<file path="src/rtl/pe_conv_sequencer_if.sv">
// Handshake and strobe bundle between the buffer read controller, the
// convolution sequencer and the PE datapath.
interface pe_conv_sequencer_if #(
    parameter int N_CH   = 32,
    parameter int ADDR_W = 10
);
    // Configuration and pass request
    logic              start;
    logic [ADDR_W-1:0] row_length;
    logic [ADDR_W-1:0] num_rows;
    logic [N_CH-1:0]   ch_mask;
    logic              bias_cfg;
    logic              nl_cfg;
    logic              fb_cfg;

    // Buffer input stream handshake
    logic              in_valid;
    logic              in_ready;

    // PE datapath strobes and status
    logic [N_CH-1:0]   shifting_line;
    logic [N_CH-1:0]   shifting_filter;
    logic              shifting_bias;
    logic [N_CH-1:0]   mac_enable;
    logic              bias_enable;
    logic              nl_enable;
    logic              feedback_enable;
    logic              line_buffer_reset;
    logic              out_valid;
    logic              busy;
    logic              done;
    logic              cfg_err;

    // Upstream side: issues passes and presents buffer words
    modport master (
        output start, row_length, num_rows, ch_mask, bias_cfg, nl_cfg, fb_cfg, in_valid,
        input  in_ready, shifting_line, shifting_filter, shifting_bias, mac_enable,
               bias_enable, nl_enable, feedback_enable, line_buffer_reset, out_valid,
               busy, done, cfg_err
    );

    // Sequencer side
    modport slave (
        input  start, row_length, num_rows, ch_mask, bias_cfg, nl_cfg, fb_cfg, in_valid,
        output in_ready, shifting_line, shifting_filter, shifting_bias, mac_enable,
               bias_enable, nl_enable, feedback_enable, line_buffer_reset, out_valid,
               busy, done, cfg_err
    );
endinterface

</file>
<file path="src/rtl/pe_conv_sequencer.sv">
// Per-PE convolution pass sequencer: clears line buffers, loads filter and
// bias, streams the feature map and issues latency-matched out_valid.
module pe_conv_sequencer #(
    parameter int N_CH     = 32,
    parameter int ADDR_W   = 10,
    parameter int K        = 3,
    parameter int PIPE_LAT = 5
) (
    input  logic                 clk,
    input  logic                 rst,
    pe_conv_sequencer_if.slave   bus
);
    localparam logic [ADDR_W-1:0] KW    = ADDR_W'(K);
    localparam logic [ADDR_W-1:0] KM1   = ADDR_W'(K - 1);
    localparam logic [ADDR_W-1:0] KK_M1 = ADDR_W'(K * K - 1);
    localparam logic [ADDR_W-1:0] ONE   = ADDR_W'(1);

    typedef enum logic [2:0] {StIdle, StClr, StFlt, StBias, StFeat, StDrain} state_e;

    state_e              state_q;
    logic [ADDR_W-1:0]   row_len_q;
    logic [ADDR_W-1:0]   num_rows_q;
    logic [N_CH-1:0]     ch_mask_q;
    logic [ADDR_W-1:0]   flt_cnt_q;
    logic [ADDR_W-1:0]   col_q;
    logic [ADDR_W-1:0]   row_q;
    logic                in_ready_q;
    logic                lbr_q;
    logic                busy_q;
    logic                done_q;
    logic                cfg_err_q;
    logic                bias_en_q;
    logic                nl_en_q;
    logic                fb_en_q;
    logic [PIPE_LAT-1:0] pipe_q;

    logic beat;
    logic flt_beat;
    logic bias_beat;
    logic feat_beat;
    logic win_done;
    logic mac_issue;
    logic col_last;
    logic row_last;
    logic cfg_bad;

    // Beat qualification and window detection; strobes follow in_valid in the same cycle
    always_comb begin
        beat      = bus.in_valid & in_ready_q;
        flt_beat  = beat & (state_q == StFlt);
        bias_beat = beat & (state_q == StBias);
        feat_beat = beat & (state_q == StFeat);
        win_done  = (row_q >= KM1) && (col_q >= KM1);
        mac_issue = feat_beat & win_done & (|ch_mask_q);
        col_last  = (col_q == row_len_q - ONE);
        row_last  = (row_q == num_rows_q - ONE);
        cfg_bad   = (bus.row_length < KW) || (bus.num_rows < KW);
    end

    // Pass FSM with registered control outputs and stream counters
    always_ff @(posedge clk) begin
        if (rst) begin
            state_q    <= StIdle;
            row_len_q  <= '0;
            num_rows_q <= '0;
            ch_mask_q  <= '0;
            flt_cnt_q  <= '0;
            col_q      <= '0;
            row_q      <= '0;
            in_ready_q <= 1'b0;
            lbr_q      <= 1'b0;
            busy_q     <= 1'b0;
            done_q     <= 1'b0;
            cfg_err_q  <= 1'b0;
            bias_en_q  <= 1'b0;
            nl_en_q    <= 1'b0;
            fb_en_q    <= 1'b0;
        end else begin
            done_q    <= 1'b0;
            cfg_err_q <= 1'b0;
            lbr_q     <= 1'b0;
            unique case (state_q)
                StIdle: begin
                    if (bus.start) begin
                        if (cfg_bad) begin
                            cfg_err_q <= 1'b1;
                        end else begin
                            row_len_q  <= bus.row_length;
                            num_rows_q <= bus.num_rows;
                            ch_mask_q  <= bus.ch_mask;
                            bias_en_q  <= bus.bias_cfg;
                            nl_en_q    <= bus.nl_cfg;
                            fb_en_q    <= bus.fb_cfg;
                            busy_q     <= 1'b1;
                            lbr_q      <= 1'b1;
                            state_q    <= StClr;
                        end
                    end
                end
                StClr: begin
                    flt_cnt_q  <= '0;
                    in_ready_q <= 1'b1;
                    state_q    <= StFlt;
                end
                StFlt: begin
                    if (beat) begin
                        if (flt_cnt_q == KK_M1) begin
                            flt_cnt_q <= '0;
                            state_q   <= StBias;
                        end else begin
                            flt_cnt_q <= flt_cnt_q + ONE;
                        end
                    end
                end
                StBias: begin
                    // The bias word is consumed even when bias is not applied
                    if (beat) begin
                        col_q   <= '0;
                        row_q   <= '0;
                        state_q <= StFeat;
                    end
                end
                StFeat: begin
                    if (beat) begin
                        if (col_last) begin
                            col_q <= '0;
                            if (row_last) begin
                                in_ready_q <= 1'b0;
                                state_q    <= StDrain;
                            end else begin
                                row_q <= row_q + ONE;
                            end
                        end else begin
                            col_q <= col_q + ONE;
                        end
                    end
                end
                StDrain: begin
                    // Finish only once every issued MAC has produced its output
                    if (pipe_q == '0) begin
                        done_q    <= 1'b1;
                        busy_q    <= 1'b0;
                        bias_en_q <= 1'b0;
                        nl_en_q   <= 1'b0;
                        fb_en_q   <= 1'b0;
                        state_q   <= StIdle;
                    end
                end
                default: state_q <= StIdle;
            endcase
        end
    end

    // Latency pipe tracks the free-running PE pipeline, so it shifts through stalls
    always_ff @(posedge clk) begin
        if (rst) begin
            pipe_q <= '0;
        end else begin
            for (int i = PIPE_LAT - 1; i > 0; i--) begin
                pipe_q[i] <= pipe_q[i-1];
            end
            pipe_q[0] <= mac_issue;
        end
    end

    assign bus.in_ready          = in_ready_q;
    assign bus.shifting_filter   = flt_beat ? ch_mask_q : '0;
    assign bus.shifting_bias     = bias_beat;
    assign bus.shifting_line     = feat_beat ? ch_mask_q : '0;
    assign bus.mac_enable        = (feat_beat & win_done) ? ch_mask_q : '0;
    assign bus.bias_enable       = bias_en_q;
    assign bus.nl_enable         = nl_en_q;
    assign bus.feedback_enable   = fb_en_q;
    assign bus.line_buffer_reset = lbr_q;
    assign bus.out_valid         = pipe_q[PIPE_LAT-1];
    assign bus.busy              = busy_q;
    assign bus.done              = done_q;
    assign bus.cfg_err           = cfg_err_q;
endmodule
</file>
<file path="src/flat_wrapper.sv">
// flat-port wrapper written by rule: the top's interface ports become plain ports
module pe_conv_sequencer_flat 
#(
    parameter int N_CH     = 32,
    parameter int ADDR_W   = 10,
    parameter int K        = 3,
    parameter int PIPE_LAT = 5
)
  (clk, rst, bus_start, bus_row_length, bus_num_rows, bus_ch_mask, bus_bias_cfg, bus_nl_cfg, bus_fb_cfg, bus_in_valid, bus_in_ready, bus_shifting_line, bus_shifting_filter, bus_shifting_bias, bus_mac_enable, bus_bias_enable, bus_nl_enable, bus_feedback_enable, bus_line_buffer_reset, bus_out_valid, bus_busy, bus_done, bus_cfg_err);
  pe_conv_sequencer_if #(.N_CH(N_CH), .ADDR_W(ADDR_W)) bus_i ();
  input  logic clk;
  input  logic rst;
  input wire logic [$bits(bus_i.start)-1:0] bus_start;
  input wire logic [$bits(bus_i.row_length)-1:0] bus_row_length;
  input wire logic [$bits(bus_i.num_rows)-1:0] bus_num_rows;
  input wire logic [$bits(bus_i.ch_mask)-1:0] bus_ch_mask;
  input wire logic [$bits(bus_i.bias_cfg)-1:0] bus_bias_cfg;
  input wire logic [$bits(bus_i.nl_cfg)-1:0] bus_nl_cfg;
  input wire logic [$bits(bus_i.fb_cfg)-1:0] bus_fb_cfg;
  input wire logic [$bits(bus_i.in_valid)-1:0] bus_in_valid;
  output wire logic [$bits(bus_i.in_ready)-1:0] bus_in_ready;
  output wire logic [$bits(bus_i.shifting_line)-1:0] bus_shifting_line;
  output wire logic [$bits(bus_i.shifting_filter)-1:0] bus_shifting_filter;
  output wire logic [$bits(bus_i.shifting_bias)-1:0] bus_shifting_bias;
  output wire logic [$bits(bus_i.mac_enable)-1:0] bus_mac_enable;
  output wire logic [$bits(bus_i.bias_enable)-1:0] bus_bias_enable;
  output wire logic [$bits(bus_i.nl_enable)-1:0] bus_nl_enable;
  output wire logic [$bits(bus_i.feedback_enable)-1:0] bus_feedback_enable;
  output wire logic [$bits(bus_i.line_buffer_reset)-1:0] bus_line_buffer_reset;
  output wire logic [$bits(bus_i.out_valid)-1:0] bus_out_valid;
  output wire logic [$bits(bus_i.busy)-1:0] bus_busy;
  output wire logic [$bits(bus_i.done)-1:0] bus_done;
  output wire logic [$bits(bus_i.cfg_err)-1:0] bus_cfg_err;
  assign bus_i.start = bus_start;
  assign bus_i.row_length = bus_row_length;
  assign bus_i.num_rows = bus_num_rows;
  assign bus_i.ch_mask = bus_ch_mask;
  assign bus_i.bias_cfg = bus_bias_cfg;
  assign bus_i.nl_cfg = bus_nl_cfg;
  assign bus_i.fb_cfg = bus_fb_cfg;
  assign bus_i.in_valid = bus_in_valid;
  assign bus_in_ready = bus_i.in_ready;
  assign bus_shifting_line = bus_i.shifting_line;
  assign bus_shifting_filter = bus_i.shifting_filter;
  assign bus_shifting_bias = bus_i.shifting_bias;
  assign bus_mac_enable = bus_i.mac_enable;
  assign bus_bias_enable = bus_i.bias_enable;
  assign bus_nl_enable = bus_i.nl_enable;
  assign bus_feedback_enable = bus_i.feedback_enable;
  assign bus_line_buffer_reset = bus_i.line_buffer_reset;
  assign bus_out_valid = bus_i.out_valid;
  assign bus_busy = bus_i.busy;
  assign bus_done = bus_i.done;
  assign bus_cfg_err = bus_i.cfg_err;
  pe_conv_sequencer #(.N_CH(N_CH), .ADDR_W(ADDR_W), .K(K), .PIPE_LAT(PIPE_LAT)) u_core (.clk(clk), .rst(rst), .bus(bus_i));
endmodule
</file>
<file path="config.mk">
export PLATFORM = sky130hd
export DESIGN_NAME = pe_conv_sequencer_flat
export DESIGN_NICKNAME = d
export VERILOG_FILES = /design/src/rtl/pe_conv_sequencer_if.sv /design/src/rtl/pe_conv_sequencer.sv /design/src/flat_wrapper.sv
export SDC_FILE = /design/constraint.sdc
export NUM_CORES = 1
export LEC_CHECK = 0
export BUFFER_PORTS_ARGS = -buffer_cell sky130_fd_sc_hd__buf_4
export CORE_MARGIN = 2
export CORE_UTILIZATION = 39
export CTS_BUF_LIST = sky130_fd_sc_hd__clkbuf_4 sky130_fd_sc_hd__clkbuf_8
export DETAILED_ROUTE_END_ITERATION = 16
export PLACE_DENSITY_LB_ADDON = 0.08
export SLEW_MARGIN = 20
export SYNTH_ARGS = -nofsm -noshare
export SYNTH_HDL_FRONTEND = slang
export SYNTH_SLANG_ARGS = --single-unit
</file>
<file path="constraint.sdc">
create_clock -name clk -period 3.68 [get_ports clk]
set_clock_uncertainty 0.05 [all_clocks]
set_input_delay 0.184 -clock clk [delete_from_list [all_inputs] [get_ports clk]]
set_output_delay 0.184 -clock clk [all_outputs]
set_load 0.05 [all_outputs]
</file>
======== Yosys cells after proc, flatten, opt, wreduce, memory -nomap -nowiden ========
Cells that the tools add are included.
W data, S select, Z words.
operators by class
  multiplexer cells ....................... 44
  equality and inequality tests ........... 18
  reductions and logical operators ........ 18
  bitwise logic cells ..................... 10
  $add $sub $neg .......................... 5
  magnitude comparators ................... 4
operators by type and width
  cell                     count
  $mux W32                 3
  $mux W10                 8
  $pmux W10 S2             3
  $reduce_or A32 Y1        1
  $add A10 B1 Y10 const B  3
  $mux W3                  9
  $eq A10 B10 Y1           2
  $ge A10 B2 Y1 const B    2
  $lt A10 B2 Y1 const B    2
  $sub A10 B1 Y10 const B  2
  $pmux W3 S6              1
  $mux W1                  15
  $ne A2 B1 Y1 const B     6
  $eq A10 B4 Y1 const B    1
  $pmux W1 S2              5
  $reduce_and A9 Y1        1
  $ne A2 B2 Y1 const B     4
  $reduce_and A4 Y1        2
  $reduce_bool A2 Y1       4
  $and A1 B1 Y1            6
  $eq A3 B2 Y1 const B     2
  $eq A3 B3 Y1 const B     2
  $reduce_and A3 Y1        2
  $logic_not A5 Y1         1
  other kinds (9)          12
word-level totals
  output and inout bits ................... 106
  bits of input ports ..................... 59
  register bits ........................... 98
  word-level logic and storage cells ...... 115

======== Longest topological paths before layout ========
Gate-level depths: netlist (run 1).
  depth after elaboration ................. 6
  gate-level depth with buffers ........... 13
  depth with buffers taken out ............ 10

======== Worst setup path after synthesis (run 1) ========
No wires, ideal clock.
  path type ............................... register -> register
  start point ............................. register u_core.row_len_q[0]
  end point ............................... register u_core.row_q[6]
  arrival ................................. 2997 ps
  slack ................................... 563 ps
  clock period less this slack ............ 3117 ps
  library setup time ...................... 70 ps
  cell stages (with the launch flop) ...... 14
  path buffers ............................ 3
  required time ........................... 3560 ps
  path through ............................ dfxtp_1 clkbuf_1 inv_1 ha_1 clkbuf_1 or4_1 nor3_2 nor4_1 or4_4 a211oi_4 o21ai_2 buf_6 or3_1 a21oi_1
on the way
  longest elaborated chain between the ends .. 4
RTL lines
  item                                line                      RTL
  from (decl)                         pe_conv_sequencer.sv:21   logic [ADDR_W-1:0] row_len_q;
  from (signal assigned)              pe_conv_sequencer.sv:88   row_len_q <= bus.row_length;
  $sub A10 B1 Y10                     pe_conv_sequencer.sv:55   col_last = (col_q == row_len_q - ONE);
  $eq A10 B10 Y1                      pe_conv_sequencer.sv:55
  $ne A2 B1 Y1 (no source line)       n/a
  $reduce_and A5 Y1 (no source line)  n/a
  to (signal assigned)                pe_conv_sequencer.sv:131  row_q <= row_q + ONE;
  to (decl)                           pe_conv_sequencer.sv:26   logic [ADDR_W-1:0] row_q;
No other way between the ends.
A chain may end at the register's enable or synchronous reset.

======== Worst setup path after layout (run 1) ========
  start point ............................. register u_core.row_q[0]
  end point ............................... output port bus_mac_enable[6]
on the way
  longest elaborated chain between the ends .. 4
RTL lines
  item                 line                      RTL
  $ge A10 B2 Y1        pe_conv_sequencer.sv:53   win_done = (row_q >= KM1) && (col_q >= KM1);
  $logic_and A1 B1 Y1  pe_conv_sequencer.sv:53
  $and A1 B1 Y1        pe_conv_sequencer.sv:170  assign bus.mac_enable = (feat_beat & win_done) ? ch_mask_q : '0;
  $mux W32             pe_conv_sequencer.sv:170
  to (decl)            flat_wrapper.sv:25        output wire logic [$bits(bus_i.mac_enable)-1:0] bus_mac_enable;
No other way between the ends.

==> results of run 1 <==
-- path summary, 6_finish.rpt --
check / depth (start not counted) / start / to / slack [ps]
max: 8 / u_core.row_q[0] / bus_mac_enable[6] / 260
min reg2reg: 1 / u_core.pipe_q[0] / u_core.pipe_q[1] / 410
min: 3 / bus_row_length[4] / u_core.row_len_q[4] / 10
max reg2reg: 10 / u_core.row_len_q[0] / u_core.row_q[6] / 480
-- layout by cell type, fill, tap and decap left out, types with 5 or more instances in the layout --
master / n
and4_1: 6
nand2_1: 133
and3_1: 5
xnor2_1: 13
nor2b_1: 7
clkbuf_8: 9
dlygate4sd3_1: 53
nor2_1: 49
xor2_1: 20
buf_4: 171
dfxtp_1: 98
ha_1: 8
a21oi_1: 73
a31oi_1: 6
nand4_1: 11
nor4_1: 20
nand3_1: 20
or4_1: 5
and2_1: 99
nand2b_1: 7
nor3_1: 10
inv_1: 16
or3_1: 9
o21ai_0: 10
-- timing repair --
action | in CTS | in global routing
hold endpoints to repair | 53 | 0
hold buffers | 53 | 0
buffers inserted | 0 | 0
-- per-layer routing --
| metal | vias to the layer above | global-route usage | share of wire |
|---|---|---|---|
| li1 | 2873 | - | - |
| met1 | 2703 | 0.290 | 0.45 |
| met2 | 173 | 0.363 | 0.47 |
| met3 | 28 | 0.0470 | 0.052 |
| met4 | 0 | 0.100 | 0.032 |
| met5 | - | 0 | 0 |
-- registers in the layout, summed over array words and instances, names as in the netlist, 3 cells and up --
register	count
u_core.ch_mask_q	32
u_core.row_len_q	10
u_core.pipe_q	5
u_core.col_q	10
u_core.state_q	3
u_core.num_rows_q	10
u_core.row_q	10
u_core.flt_cnt_q	10
-- logic make-up after synthesis --
group / after synthesis
simple gates: 404
flops: 98
mux: 3
compound gates: 125
fa+ha+maj: 8
buf+inv: 68
xor+xnor: 33
-- final cells by class --
type / count / share of cell area
flip-flops and latches: 98 / 0.259
multi-input cells: 573 / 0.436
clock inverters: 7 / 0.0103
clock buffers: 9 / 0.0164
inverters: 16 / 0.00794
repair buffers: 224 / 0.240
well taps: 180 / 0.0298
-- stage by stage --
stage	power, W	hold WS (ps)	std cells	utilization	setup slack, ps
finish	0.00310	11.4	1107	0.545	263
global route	0.00332	3.65	1107	0.545	156
CTS	0.00312	0.432	1107	0.545	236
detailed placement	0.00235	391	1038	0.492	517
global placement	0.00232	381	1038	0.492	636
floorplan	0.00206	270	739	-	563
-- power by group --
part | internal, W | switching, W
Sequential | 0.00119 | 0.000191
Clock | 0.000319 | 0.000408
Combinational | 0.000410 | 0.000586
-- worst max-delay path: cells and delay by family, from the launching register on --
| family | cells | cell delay (ps) |
|---|---|---|
| AOI/OAI and AO/OA | 2 | 930 |
| buffers and inverters | 3 | 610 |
| and+or+nand+nor | 2 | 580 |
| DFF | 1 | 450 |
| adders and majority gates | 1 | 200 |
==> impl_results.md, run 1 <==
* Diode count at 0
* Setup TNS at 0 ps
* Yosys top cell area share at 0.355
* Post-Syn Nets at just over 800
* Iter 0 DRT Violations at 295
* Asr flop ratio synth at 0
* Synthesized flop and latch total at 98
* CP Cell Sequence: inv_1 -> ha_1 -> or4_1 -> o41ai_1 -> a31oi_2 -> buf_4 -> and2_1 -> buf_4
* Mapped Area at 5520 sq um
* Fin nets at 989
* RSZ-0062 raised after global routing: no
* Post-Synth Simple-Gate Area at 0.383
* YS warnings at 0
* Clock-pin slew on the worst setup and hold paths at approximately 100 ps
* First-pass GRT wire length at ~27 mm
* CTS Root Buffer Type: clkbuf_8
* Syn avg cell area at ~7.5 sq um
* Via count at 5777
* Pin count of the biggest net entering global routing at 75
* Grt ovf at 0
* Endpoints failing hold at 0
* Post-synth EDFFs at 0
* Via/cell ratio at about 5.2
* Post-route cell area at 7560 sq um
* Post-Synth XOR/XNOR Area at 0.0523
* Number of library cell types mapped by synthesis at 59
* Register area at 1960 sq um
* Outcome: finished, final reports clean
* Post-synthesis mux area share at 0.00544
* Top_reg_cell synth: dfxtp_1
* Sink Count at 98
* Startpoint types: flip-flop
* CP endpoint kind: primary output
* Area after DPL at 6830 sq um
* CP max stage delay at 610 ps
* Drt wl/cell at 15.0 um
* Total track usage at 0.225
* PD cells at around 400 nW/um^2
* Die width at 123 um
* Compound-Gate Fraction of Synth Area at 0.136
* Worst hold-check path type: input pin to flip-flop
* Maximum vdd drop at between 0.2 and 0.25 mV
* CORE AREA at 13900 sq um
* Main area contributors after synthesis: dfxtp_1 36%, and2_1 11%, nand2_1 9.0%
* Initial antenna violation count at 1
* Synth Area in Adders at 0.0181
* Final Cycle Share at 0.929
* F_max at around 0.29 GHz
* Initial core utilization at 0.398
* Slew @ Worst Pin at between 800 and 900 ps
* Final GP Congestion at 0.851
* Clk buf depth at 2
* # setup viols final at 0
* Post-DP HPWL at 11.8 mm
* Slowest-stage cell, CP: o41ai_1
* Seq/Total Area, Yosys at 0.355
* Share of cells above drive strength 1 at 0.216
* Synth area leader: dfxtp_1
* Worst skew pair latency at 390 ps
* CTS tree: yes
* PostCTS Resize Cnt at 0
* Final WL at 16.6 mm
* I/O Pins at 165
* Crit path DAT at approximately 3200 ps
* Most frequent cells after synthesis: 133 x nand2_1, 99 x and2_1, 98 x dfxtp_1
* Top-count cell post-synth: nand2_1
* FILL cells at 1303
* Syn Inst Count at 739
* Worst path most repeated cell: buf_4
* Critical Path RT at 3450 ps
* Max-slew violations at 0
* # DRC at 0
* Footprint of the multi-input gates at 3300 sq um
* Slew Limit Headroom at 0.420
* Final ANT Viol Nets at 0
* Max_cap viols at 0
* Vias in the first global route at 5564
* Crit-path max FO at 18
* Tmin final at between 3000 and 4000 ps
* Pleak at 3.17 nW
* Crit Path Category: flip-flop to primary output
* Die area at about 15000 sq um
* TritonRoute pass-1 iters at 5
* Clock buffer count from CTS at 9
* FP Rows at 43
* H-tree depth at 3
* Largest family of logic cells by synthesized area: simple AND/OR/NAND/NOR gates
* Die Height at roughly 120 um
* Area Overhead vs Synth at 37.0%
* IO Port Bufs at around 160
Power figures use the tool's default switching activity.
==> run 2: changes to the inputs <==
--- a/config.mk
+++ b/config.mk
@@ -5,9 +5,10 @@
 export SDC_FILE = /design/constraint.sdc
 export NUM_CORES = 1
 export LEC_CHECK = 0
+export ABC_AREA = 1
 export BUFFER_PORTS_ARGS = -buffer_cell sky130_fd_sc_hd__buf_4
 export CORE_MARGIN = 2
-export CORE_UTILIZATION = 39
+export CORE_UTILIZATION = 54
 export CTS_BUF_LIST = sky130_fd_sc_hd__clkbuf_4 sky130_fd_sc_hd__clkbuf_8
 export DETAILED_ROUTE_END_ITERATION = 16
 export PLACE_DENSITY_LB_ADDON = 0.08
==> run 2 against run 1 <==
First-iteration DRC count rose by 2.7%; synthesized cell count rose by 12%; via count rose by 1.1%; largest power group is now combinational logic.
==> impl_results.md, run 2 <==
* # setup viols final at 0
* Grt ovf at 0
* Vias in the first global route at 5424
* Seq pwr share at 0.382
* Reg with most FFs: u_core.ch_mask_q
* Outcome: finished, final reports clean
* Hold Buf Count CTS at 0
* Commonest cells after routing, fill and taps aside: 170 x nor2_1, 167 x buf_4, 136 x nand2_1, 98 x dfxtp_1, 88 x inv_1
* Asr flop ratio synth at 0
* F_max at 0.378 GHz
* Switching share of power at 0.406
* Post-synth EDFFs at 0
* # DRC at 0
* Iter 0 DRT Violations at about 300
* Clock share of power at 0.223
* Most common cell after layout, fill and taps aside: nor2_1
* FP Rows at 36
* Share of cells above drive strength 1 at 0.233
* Sink Count at 98
* Placed insts at 1093
* Max reg flops at 32
* # Post-CTS Setup Buffers at 0
* Setup TNS at 0 ps
* Final WL at around 15 mm
* CP startpoint: u_core.state_q[1]
* Clk buf depth at 2
* Tmin final at around 2600 ps
* Clock-pin slew on the worst setup and hold paths at 90 ps
* Worst hold-check path type: input pin to flip-flop
* Worst skew pair latency at roughly 360 ps
* Final Non-Filler Cells at about 1100
* R2r worst-path depth at 7
* Synth area leader: dfxtp_1
* Initial antenna violation count at 0
* Startpoint types: flip-flop
* Diode count at 0
* Post-Syn Nets at 895
* Die area at 11000 sq um
* IO Port Bufs at roughly 160
* Drt wl/cell at 13.8 um
* Critical Path RT at between 3000 and 4000 ps
* Via/cell ratio at between 5 and 6
* Worst hold stages at 3
* Pint at 0.00212 W
* Pleak at 3.14 nW
* I/O Pins at 165
* TritonRoute pass-1 iters at 4
* H-tree depth at 3
* Final GP Congestion at 0.905
* Number of library cell types mapped by synthesis at 43
* CTS tree: yes
* Slew Limit Headroom at 0.318
* Syn avg cell area at around 6.6 sq um
* CTS Root Buffer Type: clkbuf_8
* Total track usage at 0.278
* PD cells at just over 500 nW/um^2
* Final Cycle Share at 0.718
* Clock buffer count from CTS at 9
* PostCTS Resize Cnt at 0
* Top-count cell post-synth: nor2_1
* Die width at 105 um
* Crit Path Category: flip-flop to primary output
* Post-DP HPWL at 11.6 mm
* Most frequent cells after synthesis: 170 x nor2_1, 137 x nand2_1, 98 x dfxtp_1
* Area Overhead vs Synth at 27.4%
* CP endpoint kind: primary output
* Via count at between 5000 and 6000
* Synthesized flop and latch total at between 90 and 100
* Mapped Area at 5480 sq um
* First-pass GRT wire length at 25.2 mm
* Crit path DAT at 2410 ps
* Endpoints failing hold at 0
* Crit-path max FO at 32
* Hold_sp: bus_ch_mask[3]
* Fin nets at a little over 1000
* Psw at 0.00145 W
* Final ANT Viol Nets at 0
* CORE AREA at 9820 sq um
* Maximum vdd drop at about 0.29 mV
* YS warnings at 0
* Main area contributors after synthesis: dfxtp_1 36%, nor2_1 12%, nand2_1 9.4%
* Max-slew violations at 0
* Max_cap viols at 0
* Yosys top cell area share at 0.358
* Initial core utilization at 0.558
* Comb pwr share at 0.395
* Slew @ Worst Pin at around 1000 ps
* Seq/Total Area, Yosys at 0.358
* Syn Inst Count at 828
* RSZ-0062 raised after global routing: no
* Worst reg2reg startpoint: u_core.state_q[1]
* Die Height at 105 um
* Top_reg_cell synth: dfxtp_1
* Pin count of the biggest net entering global routing at 57
run 2: routing by layer:
layer / GRT usage / vias to the layer above / share of wire
li1: - / 2945 / -
met1: 0.332 / 2706 / 0.42
met2: 0.494 / 164 / 0.51
met3: 0.0474 / 26 / 0.049
met4: 0.110 / 0 / 0.023
met5: 0 / - / 0
run 2: area by class of cell:
| cell class | count | area (sq um) |
|---|---|---|
| sequential | 98 | 1960 |
| inverter | 100 | 375 |
| multi-input combinational | 595 | 2990 |
| clock inverter | 4 | 73.8 |
| clock buffer | 12 | 159 |
| timing repair buffer | 167 | 1250 |
| fill | 846 | 2840 |
| tap | 133 | 166 |
run 2: final timing paths:
check,end,slack [ps]
setup / recovery,bus_shifting_filter[24],1040
hold / removal,u_core.ch_mask_q[3],40
setup reg to reg,u_core.ch_mask_q[8],1230
hold reg to reg,u_core.pipe_q[3],370
run 2: logic make-up (layout without fill, tap and decap cells):
logic type      count (synthesis)  after routing  synth area share
xor+xnor                       29             29            0.0477
buf+inv                       135            283            0.0967
flops                          98             98             0.358
compound gates                138            138             0.128
simple gates                  420            420             0.351
fa+ha+maj                       8              8            0.0183
run 2: worst max-delay path: stages (launching register included):
cell,delay [ps]
dfxtp_1,470
inv_1,120
nor3_2,230
inv_1,110
nor2_2,170
inv_1,450
nor2_1,250
buf_4,230
run 2: through the flow:
| stage | util | instance area (sq um) | hold slack, ps | worst slack (ps) | total power, W |
|---|---|---|---|---|---|
| 2_1_floorplan | - | 5480 | 299 | 1300 | 0.00245 |
| 3_3_place_gp | 0.688 | 6750 | 361 | 1320 | 0.00272 |
| 3_5_place_dp | 0.688 | 6750 | 372 | 1200 | 0.00278 |
| 4_1_cts | 0.711 | 6980 | 31.6 | 1050 | 0.00357 |
| 5_1_grt | 0.711 | 6980 | 46.4 | 787 | 0.00381 |
| 6_report | 0.711 | 6980 | 40.6 | 1040 | 0.00357 |
run 2: power groups by stage:
stage / combinational, W / sequential, W / clock (W)
after CTS: 0.00141 / 0.00136 / 0.000805
final: 0.00141 / 0.00136 / 0.000795
after detailed placement: 0.00140 / 0.00139 / 0
after global placement: 0.00135 / 0.00138 / 0
after global routing: 0.00159 / 0.00138 / 0.000839
after floorplan: 0.00105 / 0.00141 / 0
==> run 3: changes to the inputs <==
==> constraint.sdc (replaced) <==
create_clock -name clk -period 2.47 [get_ports clk]
set_clock_uncertainty 0.05 [all_clocks]
set_input_delay 0.1235 -clock clk [delete_from_list [all_inputs] [get_ports clk]]
set_output_delay 0.1235 -clock clk [all_outputs]
set_load 0.05 [all_outputs]
==> run 3 against run 2 <==
Clock-buffer cell count is 1 higher; utilization up 2.9 points; die area stayed put; critical path depth increased by 2; global-route usage up 1.0 points; clock power rose by 30%; setup slack got worse by 930 ps; sequential power up 50%; first-iteration DRC count is 20% higher; largest power group unchanged; via count up 2.6%.
==> impl_results.md, run 3 (synthesized netlist as in run 2, its figures left out) <==
* IO Port Bufs at 164
* Clock buffer count from CTS at 9
* Max-slew violations at 0
* CTS tree: yes
* Post-route cell area at 7260 sq um
* Pleak at 3.24 nW
* Outcome: finished, final reports clean
* CP endpoint kind: primary output
* Die Height at 105 um
* Final Non-Filler Cells at 1136
* Setup TNS at 0 ps
* Maximum vdd drop at roughly 0.34 mV
* Psw at about 0.0022 W
* Crit-path max FO at 34
* Total track usage at 0.288
* Clock-pin slew on the worst setup and hold paths at about 90 ps
* Via/cell ratio at 5.28
* Fin nets at 1065
* Setup WS pre-CTS at 294 ps
* Via count at 5995
* Critical Path RT at 2300 ps
* # setup viols final at 0
* Seq pwr share at 0.387
* Pint at 0.00309 W
* CP Cell Sequence: nor2_1 -> inv_2 -> nor2_8 -> nand2_8 -> inv_1 -> nand3_1 -> buf_12 -> nor2_1 -> buf_6
* Crit Path Category: flip-flop to primary output
* Final GP Congestion at 0.887
* Final ANT Viol Nets at 0
* Worst setup margin at 111 ps
* Vias in the first global route at approximately 5600
* Clk buf depth at 2
* Grt ovf at 0
* Initial core utilization at 0.558
* Final core utilization at 0.740
* Tmin final at 2360 ps
* I/O Pins at around 170
* Worst hold-check path type: input pin to flip-flop
* Area after DPL at 6800 sq um
* Clock share of power at 0.197
* Sink Count at 98
* Die area at 11000 sq um
* TritonRoute pass-1 iters at 5
* Max reg flops at 32
* Max_cap viols at 0
* Commonest cells after routing, fill and taps aside: 169 x nor2_1, 169 x buf_4, 136 x nand2_1, 95 x dfxtp_1, 86 x inv_1
* Diode count at 0
* Placed insts at 1096
* Final WL at 16.0 mm
* Worst skew pair latency at 350 ps
* Slew @ Worst Pin at 478 ps
* Iter 0 DRT Violations at 363
* Endpoints failing hold at 0
* Slowest-stage cell, CP: dfxtp_1
* F_max at 0.424 GHz
* Reg with most FFs: u_core.ch_mask_q
* Die width at 105 um
* Share of cells above drive strength 1 at 0.240
* CORE AREA at 9820 sq um
* Pin count of the biggest net entering global routing at between 70 and 80
* Startpoint types: flip-flop
* Switching share of power at 0.412
* RSZ-0062 raised after global routing: no
* H-tree depth at 3
* Area Overhead vs Synth at 32.5%
* CP max stage delay at 390 ps
* Crit path DAT at 2190 ps
* CTS Root Buffer Type: clkbuf_8
* FP Rows at 36
* Final Cycle Share at 0.955
* Initial antenna violation count at 0
* Drt wl/cell at between 10 and 15 um
* # DRC at 0
* First-pass GRT wire length at around 26 mm
* Worst path most repeated cell: nor2_1
* Comb pwr share at 0.416
* PD cells at 724 nW/um^2
* Post-DP HPWL at 11.7 mm
* Slew Limit Headroom at 0.679
run 3: timing repair:
item	CTS	global route
hold buffers	19	0
hold endpoints to repair	19	0
gates cloned	1	0
endpoints found under the setup margin	19	49
buffers inserted	3	1
resized for setup	4	7
run 3: worst paths after layout:
path	slack [ps]	cells past startpoint	start	to
min reg2reg	390	2	u_core.pipe_q[3]	u_core.pipe_q[4]
min	9	3	bus_ch_mask[8]	u_core.ch_mask_q[8]
max reg2reg	330	13	u_core.num_rows_q[0]	u_core.row_q[1]
max	110	9	u_core.state_q[0]	bus_mac_enable[24]
run 3: layout make-up:
class	count	area, sq um
Timing Repair inverter	1	7.51
Inverter	100	379
Multi-Input combinational cell	595	3010
Sequential cell	98	1970
Fill cell	813	2550
Timing Repair Buffer	193	1540
Tap cell	133	166
Clock inverter	3	40.0
Clock buffer	13	154
run 3: metrics by stage:
| stage | total power (W) | hold WS, ps |
|---|---|---|
| 2_1_floorplan | 0.00366 | 238 |
| 3_3_place_gp | 0.00412 | 340 |
| 3_5_place_dp | 0.00419 | 356 |
| 4_1_cts | 0.00526 | 1.04 |
| 5_1_grt | 0.00563 | 7.53 |
| 6_report | 0.00526 | 8.68 |
run 3: power by group through the flow:
stage	Sequential, W	Clock, W	Combinational [W]
2_1_floorplan	0.00210	0	0.00156
6_report	0.00204	0.00103	0.00219
4_1_cts	0.00203	0.00106	0.00217
3_5_place_dp	0.00207	0	0.00213
5_1_grt	0.00207	0.00112	0.00244
3_3_place_gp	0.00205	0	0.00207
run 3: layer usage:
metal | routed length [um] | track usage | vias to the layer above
met2 | 8000 | 0.502 | 208
met5 | 0 | 0 | -
met3 | 999 | 0.0474 | 28
met1 | 6580 | 0.355 | 2776
met4 | 367 | 0.110 | 0
li1 | - | - | 2983
run 3: worst max-delay path, delay by kind of cell (launching register included):
family | cells | cell delay (ps)
DFF | 1 | 390
and+or+nand+nor | 5 | 820
buffers and inverters | 4 | 600
